===== config.mk =====
export PLATFORM = sky130hd
export DESIGN_NAME = exc_commit_ctrl
export DESIGN_NICKNAME = d
export VERILOG_FILES = /design/src/rtl/exc_commit_ctrl.sv
export SDC_FILE = /design/constraint.sdc
export NUM_CORES = 1
export LEC_CHECK = 0
export BUFFER_PORTS_ARGS = -buffer_cell sky130_fd_sc_hd__buf_2
export CORE_MARGIN = 10
export CORE_UTILIZATION = 49
export CTS_CLUSTER_SIZE = 14
export DETAILED_ROUTE_END_ITERATION = 16
export PLACE_DENSITY_LB_ADDON = 0.1
export SETUP_SLACK_MARGIN = 0.1
export SYNTH_ARGS = -nofsm -noshare
export SYNTH_HDL_FRONTEND = slang
export SYNTH_SLANG_ARGS = --single-unit

===== constraint.sdc =====
create_clock -name clk -period 3.6 [get_ports clk]
set_input_delay 0.18 -clock clk [delete_from_list [all_inputs] [get_ports clk]]
set_output_delay 0.18 -clock clk [all_outputs]
set_load 0.005 [all_outputs]

===== src/rtl/exc_commit_ctrl.sv =====
// ---------------------------------------------------------------------------
// exc_commit_ctrl
//
// Commit-side exception/interrupt initiator between the memory stage and the
// CP0 register block. One retiring instruction is accepted per handshake;
// its raw exception flags and the interrupt indication sampled at acceptance
// are resolved into one prioritised one-hot exc_type. The block drives the
// CP0 exception / eret / mtc0 inputs for exactly one COMMIT cycle, flushes
// younger stages and requests a redirect to EXC_VECTOR (exception) or EPC
// (eret).
//
// Handshake: an instruction moves when in_valid & in_ready are both high on a
// rising clk edge; in_ready is high only in IDLE. The redirect moves when
// redirect_valid & redirect_ready are both high on a rising clk edge;
// redirect_valid stays high and redirect_pc stays stable until then.
//
// Optional build macro: EXC_COUNT_EN adds exc_count[31:0], the number of
// COMMIT cycles that carried a nonzero exc_type (wrapping).
//
// Ports:
//   clk, rst              clock, synchronous active-high reset
//   in_valid / in_ready   instruction handshake from the memory stage
//   in_pc, in_is_slot     instruction PC and delay-slot flag
//   in_exc                raw flags {adel, ades, sys, bp, ri, ov}
//   in_badvaddr           faulting address (used when adel wins)
//   in_eret, in_mtc0      instruction kind
//   in_cp0_addr, in_wdata mtc0 {rd, sel} address and data
//   int_happen            CP0 pending-interrupt indication
//   epc                   CP0 EPC value (eret target)
//   exc_type              {int, adel, ades, sys, bp, ri, ov}, one-hot or zero
//   exc_pc, exc_is_slot   PC / slot flag to CP0
//   exc_bad_vaddr         bad address to CP0
//   eret_o                eret pulse to CP0
//   cp0_wen, cp0_addr,
//   cp0_wdata             mtc0 write port to CP0
//   flush                 kill all younger pipeline stages
//   redirect_valid/_pc/
//   redirect_ready        redirect handshake to fetch
//   exc_count             (EXC_COUNT_EN only) committed-exception counter
//   o_dbg_state           current FSM state for observation
// ---------------------------------------------------------------------------
module exc_commit_ctrl #(
   parameter logic [31:0] EXC_VECTOR   = 32'hBFC00380,
   parameter int unsigned FLUSH_CYCLES = 2
) (
   input  logic        clk,
   input  logic        rst,
   input  logic        in_valid,
   output logic        in_ready,
   input  logic [31:0] in_pc,
   input  logic        in_is_slot,
   input  logic [5:0]  in_exc,
   input  logic [31:0] in_badvaddr,
   input  logic        in_eret,
   input  logic        in_mtc0,
   input  logic [7:0]  in_cp0_addr,
   input  logic [31:0] in_wdata,
   input  logic        int_happen,
   input  logic [31:0] epc,
   output logic [6:0]  exc_type,
   output logic [31:0] exc_pc,
   output logic        exc_is_slot,
   output logic [31:0] exc_bad_vaddr,
   output logic        eret_o,
   output logic        cp0_wen,
   output logic [7:0]  cp0_addr,
   output logic [31:0] cp0_wdata,
   output logic        flush,
   output logic        redirect_valid,
   output logic [31:0] redirect_pc,
   input  logic        redirect_ready,
`ifdef EXC_COUNT_EN
   output logic [31:0] exc_count,
`endif
   output logic [1:0]  o_dbg_state
);

   typedef enum logic [1:0] {
      S_IDLE     = 2'd0,
      S_COMMIT   = 2'd1,
      S_FLUSH    = 2'd2,
      S_REDIRECT = 2'd3
   } state_t;

   // COMMIT already provides the first flush cycle, so FLUSH holds the rest.
   localparam logic [3:0] L_FLUSH_LOAD = 4'(FLUSH_CYCLES - 1);
   localparam bit         L_SKIP_FLUSH = (FLUSH_CYCLES == 1);

   state_t      r_state;
   logic [3:0]  r_flush_cnt;
   logic        r_is_exc;
   logic        r_do_redirect;
   logic [6:0]  r_exc_type;
   logic [31:0] r_exc_pc;
   logic        r_exc_is_slot;
   logic [31:0] r_exc_bad_vaddr;
   logic        r_eret_o;
   logic        r_cp0_wen;
   logic [7:0]  r_cp0_addr;
   logic [31:0] r_cp0_wdata;
   logic        r_flush;
   logic        r_redirect_valid;
   logic [31:0] r_redirect_pc;

   logic [6:0]  w_exc_type;
   logic        w_has_exc;

   // Priority resolve: int, adel, ri, ov, sys, bp, ades.
   // in_exc bit map: [5]=adel [4]=ades [3]=sys [2]=bp [1]=ri [0]=ov.
   always_comb begin
      w_exc_type = '0;
      if (int_happen)     w_exc_type[6] = 1'b1;
      else if (in_exc[5]) w_exc_type[5] = 1'b1;
      else if (in_exc[1]) w_exc_type[1] = 1'b1;
      else if (in_exc[0]) w_exc_type[0] = 1'b1;
      else if (in_exc[3]) w_exc_type[3] = 1'b1;
      else if (in_exc[2]) w_exc_type[2] = 1'b1;
      else if (in_exc[4]) w_exc_type[4] = 1'b1;
      w_has_exc = |w_exc_type;
   end

   // CP0-facing outputs are loaded on acceptance so they are live exactly in
   // COMMIT, and cleared on leaving COMMIT.
   always_ff @(posedge clk) begin
      if (rst) begin
         r_state          <= S_IDLE;
         r_flush_cnt      <= '0;
         r_is_exc         <= 1'b0;
         r_do_redirect    <= 1'b0;
         r_exc_type       <= '0;
         r_exc_pc         <= '0;
         r_exc_is_slot    <= 1'b0;
         r_exc_bad_vaddr  <= '0;
         r_eret_o         <= 1'b0;
         r_cp0_wen        <= 1'b0;
         r_cp0_addr       <= '0;
         r_cp0_wdata      <= '0;
         r_flush          <= 1'b0;
         r_redirect_valid <= 1'b0;
         r_redirect_pc    <= '0;
      end else begin
         case (r_state)
            S_IDLE: begin
               if (in_valid) begin
                  r_state         <= S_COMMIT;
                  r_is_exc        <= w_has_exc;
                  r_do_redirect   <= w_has_exc | in_eret;
                  r_exc_type      <= w_exc_type;
                  r_exc_pc        <= in_pc;
                  r_exc_is_slot   <= in_is_slot;
                  r_exc_bad_vaddr <= w_exc_type[5] ? in_badvaddr : 32'd0;
                  // An exception suppresses both eret and the mtc0 write.
                  r_eret_o        <= ~w_has_exc & in_eret;
                  r_cp0_wen       <= ~w_has_exc & in_mtc0;
                  r_cp0_addr      <= (~w_has_exc & in_mtc0) ? in_cp0_addr : 8'd0;
                  r_cp0_wdata     <= (~w_has_exc & in_mtc0) ? in_wdata : 32'd0;
                  r_flush         <= w_has_exc | in_eret;
               end
            end
            S_COMMIT: begin
               r_exc_type      <= '0;
               r_exc_pc        <= '0;
               r_exc_is_slot   <= 1'b0;
               r_exc_bad_vaddr <= '0;
               r_eret_o        <= 1'b0;
               r_cp0_wen       <= 1'b0;
               r_cp0_addr      <= '0;
               r_cp0_wdata     <= '0;
               if (r_do_redirect) begin
                  // EPC is taken as CP0 presents it during COMMIT.
                  r_redirect_pc <= r_is_exc ? EXC_VECTOR : epc;
                  if (L_SKIP_FLUSH) begin
                     r_state          <= S_REDIRECT;
                     r_flush          <= 1'b0;
                     r_redirect_valid <= 1'b1;
                  end else begin
                     r_state     <= S_FLUSH;
                     r_flush_cnt <= L_FLUSH_LOAD;
                  end
               end else begin
                  r_state <= S_IDLE;
               end
            end
            S_FLUSH: begin
               r_flush_cnt <= r_flush_cnt - 4'd1;
               if (r_flush_cnt == 4'd1) begin
                  r_state          <= S_REDIRECT;
                  r_flush          <= 1'b0;
                  r_redirect_valid <= 1'b1;
               end
            end
            S_REDIRECT: begin
               if (redirect_ready) begin
                  r_state          <= S_IDLE;
                  r_redirect_valid <= 1'b0;
                  r_redirect_pc    <= '0;
               end
            end
            default: r_state <= S_IDLE;
         endcase
      end
   end

`ifdef EXC_COUNT_EN
   logic [31:0] r_exc_count;

   always_ff @(posedge clk) begin
      if (rst) begin
         r_exc_count <= '0;
      end else if ((r_state == S_COMMIT) && (|r_exc_type)) begin
         r_exc_count <= r_exc_count + 32'd1;
      end
   end

   assign exc_count = r_exc_count;
`endif

   assign in_ready       = (r_state == S_IDLE);
   assign exc_type       = r_exc_type;
   assign exc_pc         = r_exc_pc;
   assign exc_is_slot    = r_exc_is_slot;
   assign exc_bad_vaddr  = r_exc_bad_vaddr;
   assign eret_o         = r_eret_o;
   assign cp0_wen        = r_cp0_wen;
   assign cp0_addr       = r_cp0_addr;
   assign cp0_wdata      = r_cp0_wdata;
   assign flush          = r_flush;
   assign redirect_valid = r_redirect_valid;
   assign redirect_pc    = r_redirect_pc;
   assign o_dbg_state    = r_state;

endmodule


**Yosys cells after proc, flatten, opt, wreduce, memory -nomap -nowiden**

Cells that the tools add are included.

- Add/sub/neg operators: 1
- Equality and inequality tests: 8
- Mux-type cells: 51
- Bitwise gates (word level): 4
- Reduce and logical (&&, ||, !) cells: 14

Operators by type and width:

| operator | count |
|---|---|
| two-way mux 32 bit | 8 |
| case mux 32 bit (2 select lines) | 4 |
| two-way mux 1 bit | 18 |
| two-way mux 8 bit | 2 |
| case mux 8 bit (2 select lines) | 1 |
| case mux 7 bit (2 select lines) | 1 |
| AND reduction 3 bit | 4 |
| case mux 1 bit (2 select lines) | 5 |
| nonzero test 2 bit | 5 |
| two-way mux 2 bit | 4 |
| inequality test 2 bit (second input constant) | 4 |
| case mux 2 bit (4 select lines) | 1 |
| case mux 4 bit (2 select lines) | 1 |
| two-way mux 7 bit | 1 |
| OR reduction 7 bit | 1 |
| two-way mux 3 bit | 2 |
| two-way mux 6 bit | 1 |
| AND reduction 2 bit | 3 |
| two-way mux 5 bit | 1 |
| == test 2 bit (second input constant) | 2 |
| == test 4 x 1 -> 1 bit (second input constant) | 1 |
| two-way mux 4 bit | 1 |
| subtractor 4 x 1 -> 4 bit (second input constant) | 1 |
| AND 1 bit | 2 |
| 4 further kinds | 4 |

- Register bits after elaboration: 156
- Bits of input ports: 150
- Output and inout port bits: 151
- Word-level logic and storage cells: 93

**Logic depth before layout (Yosys ltp)**

Gate-level depths: netlist (run 1).

- Depth in word-level cells: 13
- Depth in mapped cells: 6
- Depth with buffers taken out: 5

**Least setup slack after synthesis (run 1)**

OpenSTA, ideal clock, no wires.

- Kind: reg2reg
- Start point: register r_state[0], in the netlist o_dbg_state[0]
- End point: register r_exc_pc[15], in the netlist exc_pc[15]
- Setup time: 0.132 ns
- Arrival: 1.269 ns
- Required time: 3.468 ns
- Slack: 2.198 ns
- Cell stages (with the launch flop): 7
- Path buffers: 3
- Clock period less this slack: 1.402 ns
- Cells stage by stage: dfxtp_1 > buf_6 > or3b_1 > buf_2 > buf_2 > nand3_1 > a21oi_1

- Cells in the longest elaborated chain, start to end: 3
- Elaborated cells between the ends (all ways): 6
- Those cells by class: eq/ne (2); mux (1); reduce/logical (3)

Ends and longest elaborated chain:

| what | line | text |
|---|---|---|
| start, declared | 89 | `state_t r_state;` |
| start signal, assigned | 126 | `r_state <= S_IDLE;` |
| start signal, assigned | 145 | `r_state <= S_COMMIT;` |
| start signal, assigned | 173 | `r_state <= S_REDIRECT;` |
| == test 2 x 1 -> 1 bit or logical NOT 2 bit (tied branches) | 142 | `case (r_state)` |
| nonzero test 2 bit (no line) or inequality test 2 bit (tied branches) | - |  |
| AND reduction 2 bit (no line) | - |  |
| end signal, assigned | 149 | `r_exc_pc <= in_pc;` |
| end, declared | 94 | `logic [31:0] r_exc_pc;` |

Several ways; a longest one is shown, not always the timed one.
A chain may end at the register's enable or synchronous reset.

**Worst setup path in the final report (run 1)**

- Start point: register r_state[0], in the netlist o_dbg_state[0]
- End point: register r_cp0_wdata[14], in the netlist cp0_wdata[14]

- Cells in the longest elaborated chain, start to end: 3
- Elaborated cells between the ends (all ways): 6
- Those cells by class: eq/ne (2); mux (1); reduce/logical (3)

Ends and longest elaborated chain:

| what | line | text |
|---|---|---|
| == test 2 x 1 -> 1 bit or logical NOT 2 bit (tied branches) | 142 |  |
| nonzero test 2 bit (no line) or inequality test 2 bit (tied branches) | - |  |
| AND reduction 2 bit (no line) | - |  |
| end signal, assigned | 156 | `r_cp0_wdata <= (~w_has_exc & in_mtc0) ? in_wdata : 32'd0;` |
| end, declared | 100 | `logic [31:0] r_cp0_wdata;` |

Several ways; a longest one is shown, not always the timed one.

==> summary by stage, run 1 <==
Yosys
For this run, the leading register cell type out of synthesis is sky130_fd_sc_hd__dfxtp_1. The post-synthesis net count is 758. The synthesized area per cell is approximately 9.6 um^2. After synthesis the cells add up to about 0.0058 mm^2. In this run, distinct cell masters in the synthesized netlist total 43. The synthesis-stage register bit count is 156. The instance count of the mapped netlist is around 610. The number of enable flip-flop cells after synthesis is 0. For this run, asynchronously set or reset flops after synthesis account for 0. Of the synthesized area, sequential elements account for 0.538. The count of synthesis-stage warnings from yosys is 0.

Placement
At the end of routability-driven placement, the weighted congestion stood at between 0.7 and 0.8. The cell count after placement is 997. Input and output buffers added on the ports amount to 300. The detailed placer's ending HPWL is 14100 um.

Die
The floorplan step defined a die boundary enclosing approximately 0.017 mm^2. Row generation in the floorplan step produced 39 rows. The number of top-level design ports is approximately 300. The die is approximately 130 um wide. The initial utilization of the core area, before any placement, comes to 0.504. The height of the die is roughly 130 um. After floorplanning, the core was sized to cover around 0.012 mm^2.

Routing
The number of search-and-repair iterations in the first detailed-routing pass is 5. The detailed router finished its first iteration with slightly below 600 violations. Detailed routing inserted a total of 6126 vias. The detailed-route wire length per cell is 19.0 um. For this run, design rule violations remaining after detail routing come to 0. The final wirelength is roughly 21000 um. Using the TritonRoute via totals, the vias-per-cell ratio works out to ~5.6. Once detail routing completed, the nets flagged for antenna violations numbered 0.

GRT
The via count of the first global-routing pass was about 6100. Entering global routing, the biggest net connects 74 pins. The total global routing track utilization is 0.241.

Summed over all layers, the global routing overflow is 0. The initial antenna violation count is 3. The first global-routing pass estimated about 32000 um of wire.

Final layout
The count of non-filler cells in the finished layout is about 1100. Of the cells placed in the final design, the portion with a size suffix greater than 1 is 0.398. In the layout the commonest cells are 299 x sky130_fd_sc_hd__buf_2, 156 x sky130_fd_sc_hd__dfxtp_1, 82 x sky130_fd_sc_hd__a21oi_1, 70 x sky130_fd_sc_hd__dlygate4sd3_1, 48 x sky130_fd_sc_hd__o21ai_0.

The layout overhead on the synthesized area is 45.9%. The layout has between 800 and 900 filler cells. Leaving out fill and tap cells, the most frequent cell in the layout is sky130_fd_sc_hd__buf_2. The count of nets after finishing is between 1000 and 1500.

Clock network
The insertion delay of the later-clocked pin in the worst-skew pair is approximately 0.42 ns. After clock tree synthesis, the clock-pin slew on the worst setup and hold paths is around 0.06 ns. The number of levels in the clock H-tree is 4. TritonCTS built the clock tree. The clock net in this run drives a total of 156 sinks.

In this run, post-CTS repair resized a total of 0 instances. Clock tree synthesis inserted a total of 17 buffers. Counting along the longest clock path gives a buffer depth of 2.

The cell sitting at the root of the clock tree is a sky130_fd_sc_hd__clkbuf_16.

Critical path
In this design, the stage delay of the slowest critical-path cell is approximately 0.73 ns. The maximum net fanout on the critical path is 40. Traced cell by cell, the critical path runs through buf_4 -> o21bai_4 -> and2_1 -> buf_4 -> a22o_2.

The cell that appears most often on the critical path is sky130_fd_sc_hd__buf_4. STA classifies the critical path endpoint as a flip-flop. Following the worst setup path forward leads to its endpoint at cp0_wdata[14]. The end of the worst register-to-register path is cp0_wdata[14]. Data on the critical path is required at its endpoint by a little under 4 ns.

The critical path contains buffers and inverters numbering 2 combined. Across all register-to-register paths, the minimum setup slack is 1.40 ns. The launch point of the worst reg-to-reg path is o_dbg_state[0].

The endpoint arrival time on the critical path is between 2 and 3 ns. The logic depth of the worst register-to-register path is 5. The setup path with the least slack is of type flip-flop to flip-flop. On the critical path, the stage with the largest delay is an instance of sky130_fd_sc_hd__o21bai_4. The kind of cell with the highest combined delay along the critical path is compound AO/OA/AOI/OAI gates.

The critical path launch point type is a flip-flop. The startpoint of the most critical setup path is o_dbg_state[0]. The number of logic stages on the critical path including buffering is 5.

Worst hold path
The worst hold-check path type is input pin to flip-flop.

Timing
The count of endpoints failing hold in the final timing report is 0. The final setup violation count is 0. Dividing the final minimum period by the clock period gives 0.612. After routing, the total negative slack on setup checks comes to 0 ns. Timing would allow up to roughly 450 MHz. Hold timing on the final database bottoms out at a slack of 0.0154 ns. The worst path in the final design needs a cycle of ~2.2 ns, including I/O delays and setup. Setup repair after global routing left no endpoint under its margin. The final-report max-slew violation count was 0. At the pin with the least slew margin, the transition time is between 0.8 and 0.9 ns. The worst relative slew slack is 0.412.

The clock arrives with roughly 0.0055 ns of skew.

Pwr
The leakage power of the design is roughly 3.9 nW. The worst-case IR drop observed on VDD is just under 300 uV. For this design the ratio of total power to cell area is around 460 mW/mm^2.

Outcome
The flow ran to the end, and the final reports show no timing, DRC or antenna violations.

Run
The reported max-cap violation count is 0.
worst min path at each step:
stage	start	to	slack [ns]	cells after the start
floorplan	in_cp0_addr[0]	cp0_addr[0]	0.31	1
global placement	in_cp0_addr[1]	cp0_addr[1]	0.39	2
detailed placement	in_cp0_addr[1]	cp0_addr[1]	0.39	2
CTS	in_badvaddr[23]	exc_bad_vaddr[23]	0.0002	3
global route	in_pc[5]	exc_pc[5]	0.009	3
finish	in_pc[21]	exc_pc[21]	0.02	3
power by group:
group | leakage [nW] | internal, mW | switching, mW
sequential | 1.27 | 1.78 | 0.0298
combinational | 2.38 | 0.201 | 0.243
clock | 0.279 | 0.991 | 0.662
Yosys cell counts (2+ instances only):
cell / number / share of area
sky130_fd_sc_hd__buf_2: 16 / 0.014
sky130_fd_sc_hd__nor4_1: 3 / 0.0032
sky130_fd_sc_hd__a22o_1: 7 / 0.011
sky130_fd_sc_hd__a21o_1: 2 / 0.0026
sky130_fd_sc_hd__buf_8: 4 / 0.010
sky130_fd_sc_hd__a22o_2: 32 / 0.055
sky130_fd_sc_hd__clkbuf_2: 5 / 0.0043
sky130_fd_sc_hd__nand4b_1: 2 / 0.0030
sky130_fd_sc_hd__a21oi_1: 82 / 0.071
sky130_fd_sc_hd__inv_1: 5 / 0.0032
sky130_fd_sc_hd__and3_1: 2 / 0.0022
sky130_fd_sc_hd__buf_6: 6 / 0.012
sky130_fd_sc_hd__buf_4: 5 / 0.0065
sky130_fd_sc_hd__nand3_1: 39 / 0.034
sky130_fd_sc_hd__nand4_1: 21 / 0.023
sky130_fd_sc_hd__nor4b_1: 2 / 0.0030
sky130_fd_sc_hd__dfxtp_1: 156 / 0.54
sky130_fd_sc_hd__nand2b_1: 2 / 0.0022
sky130_fd_sc_hd__o21ai_0: 48 / 0.041
sky130_fd_sc_hd__clkbuf_1: 24 / 0.016
sky130_fd_sc_hd__a32oi_1: 31 / 0.047
sky130_fd_sc_hd__o211a_1: 2 / 0.0034
sky130_fd_sc_hd__nor2_1: 38 / 0.025
sky130_fd_sc_hd__nor2b_1: 3 / 0.0032
sky130_fd_sc_hd__ha_1: 2 / 0.0043
sky130_fd_sc_hd__nand2_1: 47 / 0.030
sky130_fd_sc_hd__buf_1: 3 / 0.0019
sky130_fd_sc_hd__mux2i_1: 2 / 0.0034
tightest hold or removal path, stage by stage:
cell,delay (ns)
sky130_fd_sc_hd__buf_2,0.10
sky130_fd_sc_hd__nand2_1,0.05
sky130_fd_sc_hd__a21oi_1,0.05
area by class of cell:
class | count | area (um^2) | share of cell area
flip-flops and latches | 156 | 3120 | 0.369
clock buffers | 22 | 474 | 0.0560
multi-input cells | 382 | 2300 | 0.272
diodes | 4 | 10.0 | 0.00118
well taps | 143 | 179 | 0.0211
inverters | 5 | 18.8 | 0.00222
repair buffers | 381 | 2290 | 0.270
clock inverters | 9 | 70.1 | 0.00828
kinds of logic after synthesis:
| kind of cell | count (synthesis) | synth area share |
|---|---|---|
| muxes | 3 | 0.00539 |
| AOI/OAI and AO/OA | 210 | 0.241 |
| adders and majority gates | 2 | 0.00431 |
| and+or+nand+nor | 167 | 0.144 |
| buffers and inverters | 68 | 0.0673 |
| DFF | 156 | 0.538 |
flip-flops by register name, indices dropped and copies added, names as in the netlist, named ones only:
signal / count
r_flush_cnt: 4
exc_type: 7
o_dbg_state: 1
redirect_pc: 32
r_is_exc: 1
cp0_wen: 1
flush: 1
cp0_wdata: 32
exc_is_slot: 1
exc_bad_vaddr: 32
exc_pc: 32
cp0_addr: 8
redirect_valid: 1
r_do_redirect: 1
eret_o: 1
per-stage QoR:
stage	utilization	worst slack, ns	total power, mW	cell area (um^2)
4_1_cts	0.734	1.42	3.92	8460
6_report	0.735	1.40	3.90	8470
2_1_floorplan	-	2.20	2.05	5800
3_3_place_gp	0.626	1.48	2.21	7210
5_1_grt	0.735	1.27	4.06	8460
3_5_place_dp	0.626	1.44	2.22	7210
timing repair:
item	in CTS	in global routing
buffers inserted	0	0
hold endpoints to repair	69	0
hold buffers	70	0
layer usage:
| metal | global-route usage | part of all wire |
|---|---|---|
| met1 | 0.261 | 0.37 |
| met2 | 0.396 | 0.49 |
| met3 | 0.103 | 0.11 |
| met4 | 0.122 | 0.034 |
| met5 | 0 | 0 |
(Power assumes the default switching activity.)
==> inputs of run 2 (changes only) <==
--- a/config.mk
+++ b/config.mk
@@ -7,7 +7,7 @@
 export LEC_CHECK = 0
 export BUFFER_PORTS_ARGS = -buffer_cell sky130_fd_sc_hd__buf_2
 export CORE_MARGIN = 10
-export CORE_UTILIZATION = 49
+export CORE_UTILIZATION = 41
 export CTS_CLUSTER_SIZE = 14
 export DETAILED_ROUTE_END_ITERATION = 16
 export PLACE_DENSITY_LB_ADDON = 0.1
==> constraint.sdc (replaced) <==
create_clock -name clk -period 1.85 [get_ports clk]
set_input_delay 0.0925 -clock clk [delete_from_list [all_inputs] [get_ports clk]]
set_output_delay 0.0925 -clock clk [all_outputs]
set_load 0.005 [all_outputs]
==> summary by stage, run 2 (same netlist as run 1, synthesis figures left out) <==
Timing
The summed negative setup slack over all endpoints was 0 ns (unchanged). The worst relative slew slack is 0.496 (+0.0842). Subtracting the final worst setup slack from the clock period gives between 1.5 and 2 ns. The final-report max-slew violation count is 0 (unchanged).

Setup repair after global routing left no endpoint under its margin. The clock tree skew after final layout is 0.00593 ns (+0.000426 ns). The worst hold slack after final layout is 0.0340 ns (+0.0186 ns). The count of endpoints failing hold in the final timing report is 0 (unchanged). The final setup violation count came to 0 (unchanged).

The final worst slack is 0.185 ns (-1.21 ns). Dividing the final minimum period by the clock period gives 0.900. Based on the critical path, the design can be clocked at up to ~600 MHz. The slew of the pin with the lowest slew margin came to 0.756 ns (-0.125 ns).

Final layout
In the layout the commonest cells are 299 x sky130_fd_sc_hd__buf_2, 155 x sky130_fd_sc_hd__dfxtp_1, 146 x sky130_fd_sc_hd__dlygate4sd3_1, 82 x sky130_fd_sc_hd__a21oi_1, 48 x sky130_fd_sc_hd__o21ai_0. The share of layout cells above drive strength 1 is 0.372 (-0.0257). The layout overhead on the synthesized area is 62.9%. The most common library cell in the layout ignoring fill and taps is sky130_fd_sc_hd__buf_2. The count of nets after finishing is 1176 (+7.4%). The count of non-filler cells in the finished layout is 1220 (+11%).

Routing
The number of nets with antenna violations after detailed routing is 0 (unchanged). The number of search-and-repair iterations in the first detailed-routing pass is 5 (unchanged). The final wirelength is 21800 um (+4.0%).

The routed via count divided by cell count is 5.19 (-6.6%). The number of DRC violations after detailed routing is 0 (unchanged). The count of routing violations after the opening detailed-route iteration is 384 (-34%).

The detailed-route wire length per cell is 17.9 um (-6.1%). The detailed-route via count was 6336 (+3.4%).

Worst hold path
The worst hold-check path type is input pin to flip-flop. The launch instance of the worst min-delay path is redirect_ready.

Pwr
The leakage power of the design came to 4.32 nW (+9.9%). The total power of the final layout is 8.31 mW (+110%). The worst supply voltage drop on vdd is 633 uV (+120%). The power per cell area is 879 mW/mm^2 (+91%).

Clock network
The sink count of the clock tree is 156 (unchanged). The buffers inserted during post-CTS setup optimization came to 0 (unchanged). The number of CTS-inserted buffers is 17 (unchanged). The insertion delay of the later-clocked pin in the worst-skew pair is 0.42 ns (about the same). The clock edge transition at the registers on the reported setup and hold paths is 0.06 ns (about the same).

The maximum count of clock buffers along a single path is 2 (unchanged). The number of levels in the clock H-tree is 4 (unchanged). The clock root buffer is sky130_fd_sc_hd__clkbuf_16. The clock tree from TritonCTS is done.

GRT
The overall overflow remaining after global route came to 0 (unchanged). The maximum number of pins on one net before global-route repair is 73 (-1.4%). The global-route wire length before repair came to 33800 um (+5.2%). The via count of the first global-routing pass is 6307 (+3.2%). The initial antenna violation count is 4 (+1). The total global routing track utilization is 0.210 (-0.0305).

Die
The standard cell core area was 0.0139 mm^2 (+21%). The area of the die is 0.0193 mm^2 (+16%). The starting density of the core is 0.418 (-0.0859).

The height of the die is 139 um (+7.9%). The number of top-level design ports was 301 (unchanged). The width of the die was 139 um (+7.9%). The site row count was 43 (+10%).

Critical path
The worst stage delay on the critical path is 0.57 ns (-0.16 ns). The worst setup path is launched from an input pin. The path type of the worst setup path is input pin to flip-flop. Walking the worst path, the cells encountered are dlygate4sd3_1 -> buf_2 -> nor4_2 -> nand4b_1 -> dlygate4sd3_1 -> a21oi_1. The maximum net fanout on the critical path came to 4 (-90%).

The slowest stage of the critical path belongs to the cell sky130_fd_sc_hd__dlygate4sd3_1. The endpoint kind of the worst setup timing path is a flip-flop. The most frequent cell on the critical path is sky130_fd_sc_hd__dlygate4sd3_1. The count of buffer and inverter cells on the critical path is 3 (+1). The critical path starts at int_happen. The critical path's top delay family is buffers and inverters. The endpoint required time on the critical path is 2.20 ns (-1.76 ns).

The endpoint arrival time on the critical path is 2.01 ns (-0.56 ns).

Placement
The detailed placer's ending HPWL is 14400 um (+2.4%). The last weighted congestion value of the routability-driven placer is 0.852 (+11%). The cell count after placement is 1039 (+4.2%).

The port buffer count was 300 (unchanged). The worst-case setup slack after placement came to 0.271 ns (-1.17 ns).

Run
The reported max-cap violation count is 0 (unchanged).

Outcome
The flow ran to the end, and the final reports show no timing, DRC or antenna violations.
run 2: cell count changes in the layout (fill, tap and decap cells not counted), moves of 2 or more:
cell	delta
sky130_fd_sc_hd__dlygate4sd3_1	+76
sky130_fd_sc_hd__clkinv_2	-5
sky130_fd_sc_hd__buf_12	+4
sky130_fd_sc_hd__bufinv_16	+4
sky130_fd_sc_hd__clkbuf_8	-2
run 2: where the power goes:
group	switching (mW)	internal [mW]	leakage, nW	total (mW)
clock	1.35	2.43	0.311	3.78
combinational	0.501	0.517	2.74	1.02
sequential	0.0649	3.46	1.27	3.52
total	1.91	6.40	4.32	8.31
run 2: final cells by class:
type	count	area (um^2)
Fill cell	1063	4430
Sequential cell	156	3120
Tap cell	180	225
Timing Repair Buffer	462	3140
Inverter	5	18.8
Clock buffer	21	450
Antenna cell	3	7.51
Multi-Input combinational cell	382	2300
Clock inverter	11	190
run 2: timing repair:
action,in CTS,in global routing
gates resized for setup,0,1
hold buffers,146,0
endpoints found under the setup margin,0,1
hold endpoints to repair,146,0
run 2: worst paths after layout:
kind                          to  slack (ns)  depth (start not counted)
setup / recovery     exc_type[4]        0.19                          6
hold / removal    redirect_valid        0.03                          4
hold reg to reg      exc_type[4]        0.45                          2
setup reg to reg     exc_type[4]        0.20                          4
run 2: routing by layer:
layer	share of wire	track usage	vias to the layer above	wire length (um)
met5	0.00032	0	-	7
met4	0.030	0.0945	2	663
met3	0.081	0.0760	49	1770
met2	0.50	0.353	289	10800
met1	0.39	0.233	2950	8540
li1	-	-	3046	-
run 2: worst min-delay path, delay by kind of cell:
kind / cells / cell delay, ns
AO/OA/AOI/OAI: 1 / 0.06
buffers and inverters: 1 / 0.13
AND/OR/NAND/NOR: 2 / 0.12
run 2: per-stage QoR:
| stage | cell area [um^2] | utilization |
|---|---|---|
| 4_1_cts | 9450 | 0.681 |
| 3_5_place_dp | 7340 | 0.529 |
| 6_report | 9460 | 0.681 |
| 2_1_floorplan | 5800 | - |
| 3_3_place_gp | 7340 | 0.529 |
| 5_1_grt | 9460 | 0.681 |
==> inputs of run 3 (changes only) <==
--- a/config.mk
+++ b/config.mk
@@ -6,8 +6,11 @@
 export NUM_CORES = 1
 export LEC_CHECK = 0
 export BUFFER_PORTS_ARGS = -buffer_cell sky130_fd_sc_hd__buf_2
+export CELL_PAD_IN_SITES_DETAIL_PLACEMENT = 2
+export CELL_PAD_IN_SITES_GLOBAL_PLACEMENT = 2
+export CORE_ASPECT_RATIO = 0.7
 export CORE_MARGIN = 10
-export CORE_UTILIZATION = 41
+export CORE_UTILIZATION = 23
 export CTS_CLUSTER_SIZE = 14
 export DETAILED_ROUTE_END_ITERATION = 16
 export PLACE_DENSITY_LB_ADDON = 0.1
==> summary by stage, run 3 (same netlist as run 1, synthesis figures left out) <==
Critical path
The path type of the worst setup path is flip-flop to flip-flop. STA classifies the critical path endpoint as a flip-flop. The endpoint required time on the critical path is 2.19 ns (about the same). The endpoint arrival time on the critical path came to 1.96 ns (-0.05 ns). The maximum net fanout on the critical path is 32 (+28). The worst setup path is launched from a flip-flop.

Final layout
The library cells used most frequently in the layout, excluding fill and tap cells, are 299 x sky130_fd_sc_hd__buf_2, 155 x sky130_fd_sc_hd__dfxtp_1, 144 x sky130_fd_sc_hd__dlygate4sd3_1, 82 x sky130_fd_sc_hd__a21oi_1, 48 x sky130_fd_sc_hd__o21ai_0. Leaving out fill and tap cells, the most frequent cell in the layout is sky130_fd_sc_hd__buf_2. The count of non-filler cells in the finished layout is 1360 (+11%).

The final instance area is 0.00957 mm^2 (+1.2%). Compared with the post-synthesis result, the final layout area differs by 64.8%. The count of nets after finishing came to 1175 (-0.085%). The share of layout cells above drive strength 1 is 0.372 (about the same).

Routing
The detailed-route via count was 6402 (+1.0%). The detailed-route wire length per cell is 21.0 um (+18%). The final wirelength is 28600 um (+31%). The number of search-and-repair iterations in the first detailed-routing pass was 4 (-1). The number of nets with antenna violations after detailed routing was 0 (unchanged). The count of routing violations after the opening detailed-route iteration is 193 (-50%). The routed via count divided by cell count is 4.71 (-9.4%). The number of DRC violations after detailed routing is 0 (unchanged).

Die
The width of the die came to 210 um (+51%). The site row count was 48 (+12%). The starting density of the core is 0.235 (-0.184). The standard cell core area is 0.0247 mm^2 (+78%). The number of top-level design ports is 301 (unchanged).

The height of the die is 153 um (+10%). The area of the die is 0.0321 mm^2 (+66%).

Worst hold path
The min-delay analysis places its worst path in the category input pin to flip-flop.

Placement
The last weighted congestion value of the routability-driven placer is 0.741 (-13%). The cell count after placement is 1185 (+14%). The port buffer count is 300 (unchanged).

The detailed placer's ending HPWL is 19300 um (+34%). The post-detailed-placement cell area came to 0.00756 mm^2 (+2.9%). The worst-case setup slack after placement is 0.158 ns (-0.113 ns).

Timing
The count of endpoints failing hold in the final timing report was 0 (unchanged). The final worst slack is 0.236 ns (+0.0508 ns). The share of the clock period used by the worst path was 0.872 (-0.0275). The worst relative slew slack is 0.667 (+0.171).

The final setup violation count came to 0 (unchanged). The clock tree skew after final layout was 0.00910 ns (+0.00317 ns). The slew of the pin with the lowest slew margin was 0.499 ns (-0.257 ns). The summed negative setup slack over all endpoints is 0 ns (unchanged). The shortest period the worst path allows is 1.61 ns (-0.0508 ns). Setup repair after global routing could not meet its margin everywhere. The final-report max-slew violation count was 0 (unchanged). The achievable clock frequency is 620 MHz (+3.1%).

Clock network
The insertion delay of the later-clocked pin in the worst-skew pair is 0.42 ns (about the same). The maximum count of clock buffers along a single path was 2 (unchanged). TritonCTS built the clock tree. The number of CTS-inserted buffers is 17 (unchanged). The cell sitting at the root of the clock tree is a sky130_fd_sc_hd__clkbuf_16. The clock edge transition at the registers on the reported setup and hold paths is 0.06 ns (about the same). The sink count of the clock tree is 156 (unchanged). The number of levels in the clock H-tree is 4 (unchanged).

Pwr
The leakage power of the design is 4.28 nW (-0.84%). The worst supply voltage drop on vdd is 604 uV (-4.6%). The power per cell area is 831 mW/mm^2 (-5.5%).

GRT
The overall overflow remaining after global route came to 0 (unchanged). The total global routing track utilization was 0.171 (-0.0392). The global-route wire length before repair is 43900 um (+30%). The maximum number of pins on one net before global-route repair came to 103 (+41%). The initial antenna violation count was 2 (-2). The via count of the first global-routing pass came to 7387 (+17%).

Run
The reported max-cap violation count is 0 (unchanged).

Outcome
The run finished with clean final reports.
## run 3: cell count changes in the layout (fill, tap and decap cells not counted), sizes merged, moves of 2 or more
cell / change
clkbuf: +3
dlygate4sd3: -2
diode: -2
bufinv: -4
## run 3: path summary, 6_finish.rpt
check               from               to  slack [ns]  cells past startpoint
max            flip-flop  redirect_pc[15]        0.24                      5
min              epc[31]  redirect_pc[31]        0.01                      3
max reg2reg    flip-flop  redirect_pc[15]        0.24                      5
min reg2reg  exc_type[0]      exc_type[0]        0.45                      2
## run 3: routing by layer
metal / vias up / wire length [um] / track usage
li1: 3044 / - / -
met1: 3164 / 11900 / 0.193
met2: 171 / 14300 / 0.301
met3: 21 / 2010 / 0.0607
met4: 2 / 347 / 0.0407
met5: - / 13 / 0
## run 3: timing repair
action,4_1_cts,5_1_grt
hold buffers,144,0
resized for setup,1,5
gates cloned,0,0
setup endpoints to repair,1,63
hold endpoints to repair,145,0
setup buffers,0,0
## run 3: power breakdown
part	internal, mW	switching (mW)
Combinational	0.530	0.558
Clock	1.94	1.39
Sequential	3.45	0.0691
Total	5.93	2.02
## run 3: area by class of cell
cell class	instances	area, um^2
fill	2717	15200
clock buffer	24	482
inverter	5	18.8
clock inverter	6	63.8
multi-input combinational	382	2310
tap	325	407
sequential	156	3130
timing repair buffer	461	3160
antenna	1	2.50
## run 3: critical path, stage by stage, from the launching register on
cell	delay [ns]
sky130_fd_sc_hd__dfxtp_1	0.42
sky130_fd_sc_hd__buf_4	0.28
sky130_fd_sc_hd__mux2i_2	0.26
sky130_fd_sc_hd__buf_6	0.26
sky130_fd_sc_hd__o21ai_0	0.15
sky130_fd_sc_hd__a21oi_1	0.15
## run 3: per-stage QoR
step	utilization	hold WS [ns]	power, mW
after floorplan	-	0.218	3.98
after global placement	0.306	0.307	4.39
after detailed placement	0.306	0.311	4.44
after CTS	0.386	0.00249	8.06
after global routing	0.387	0.0643	8.34
final	0.387	0.0139	7.95
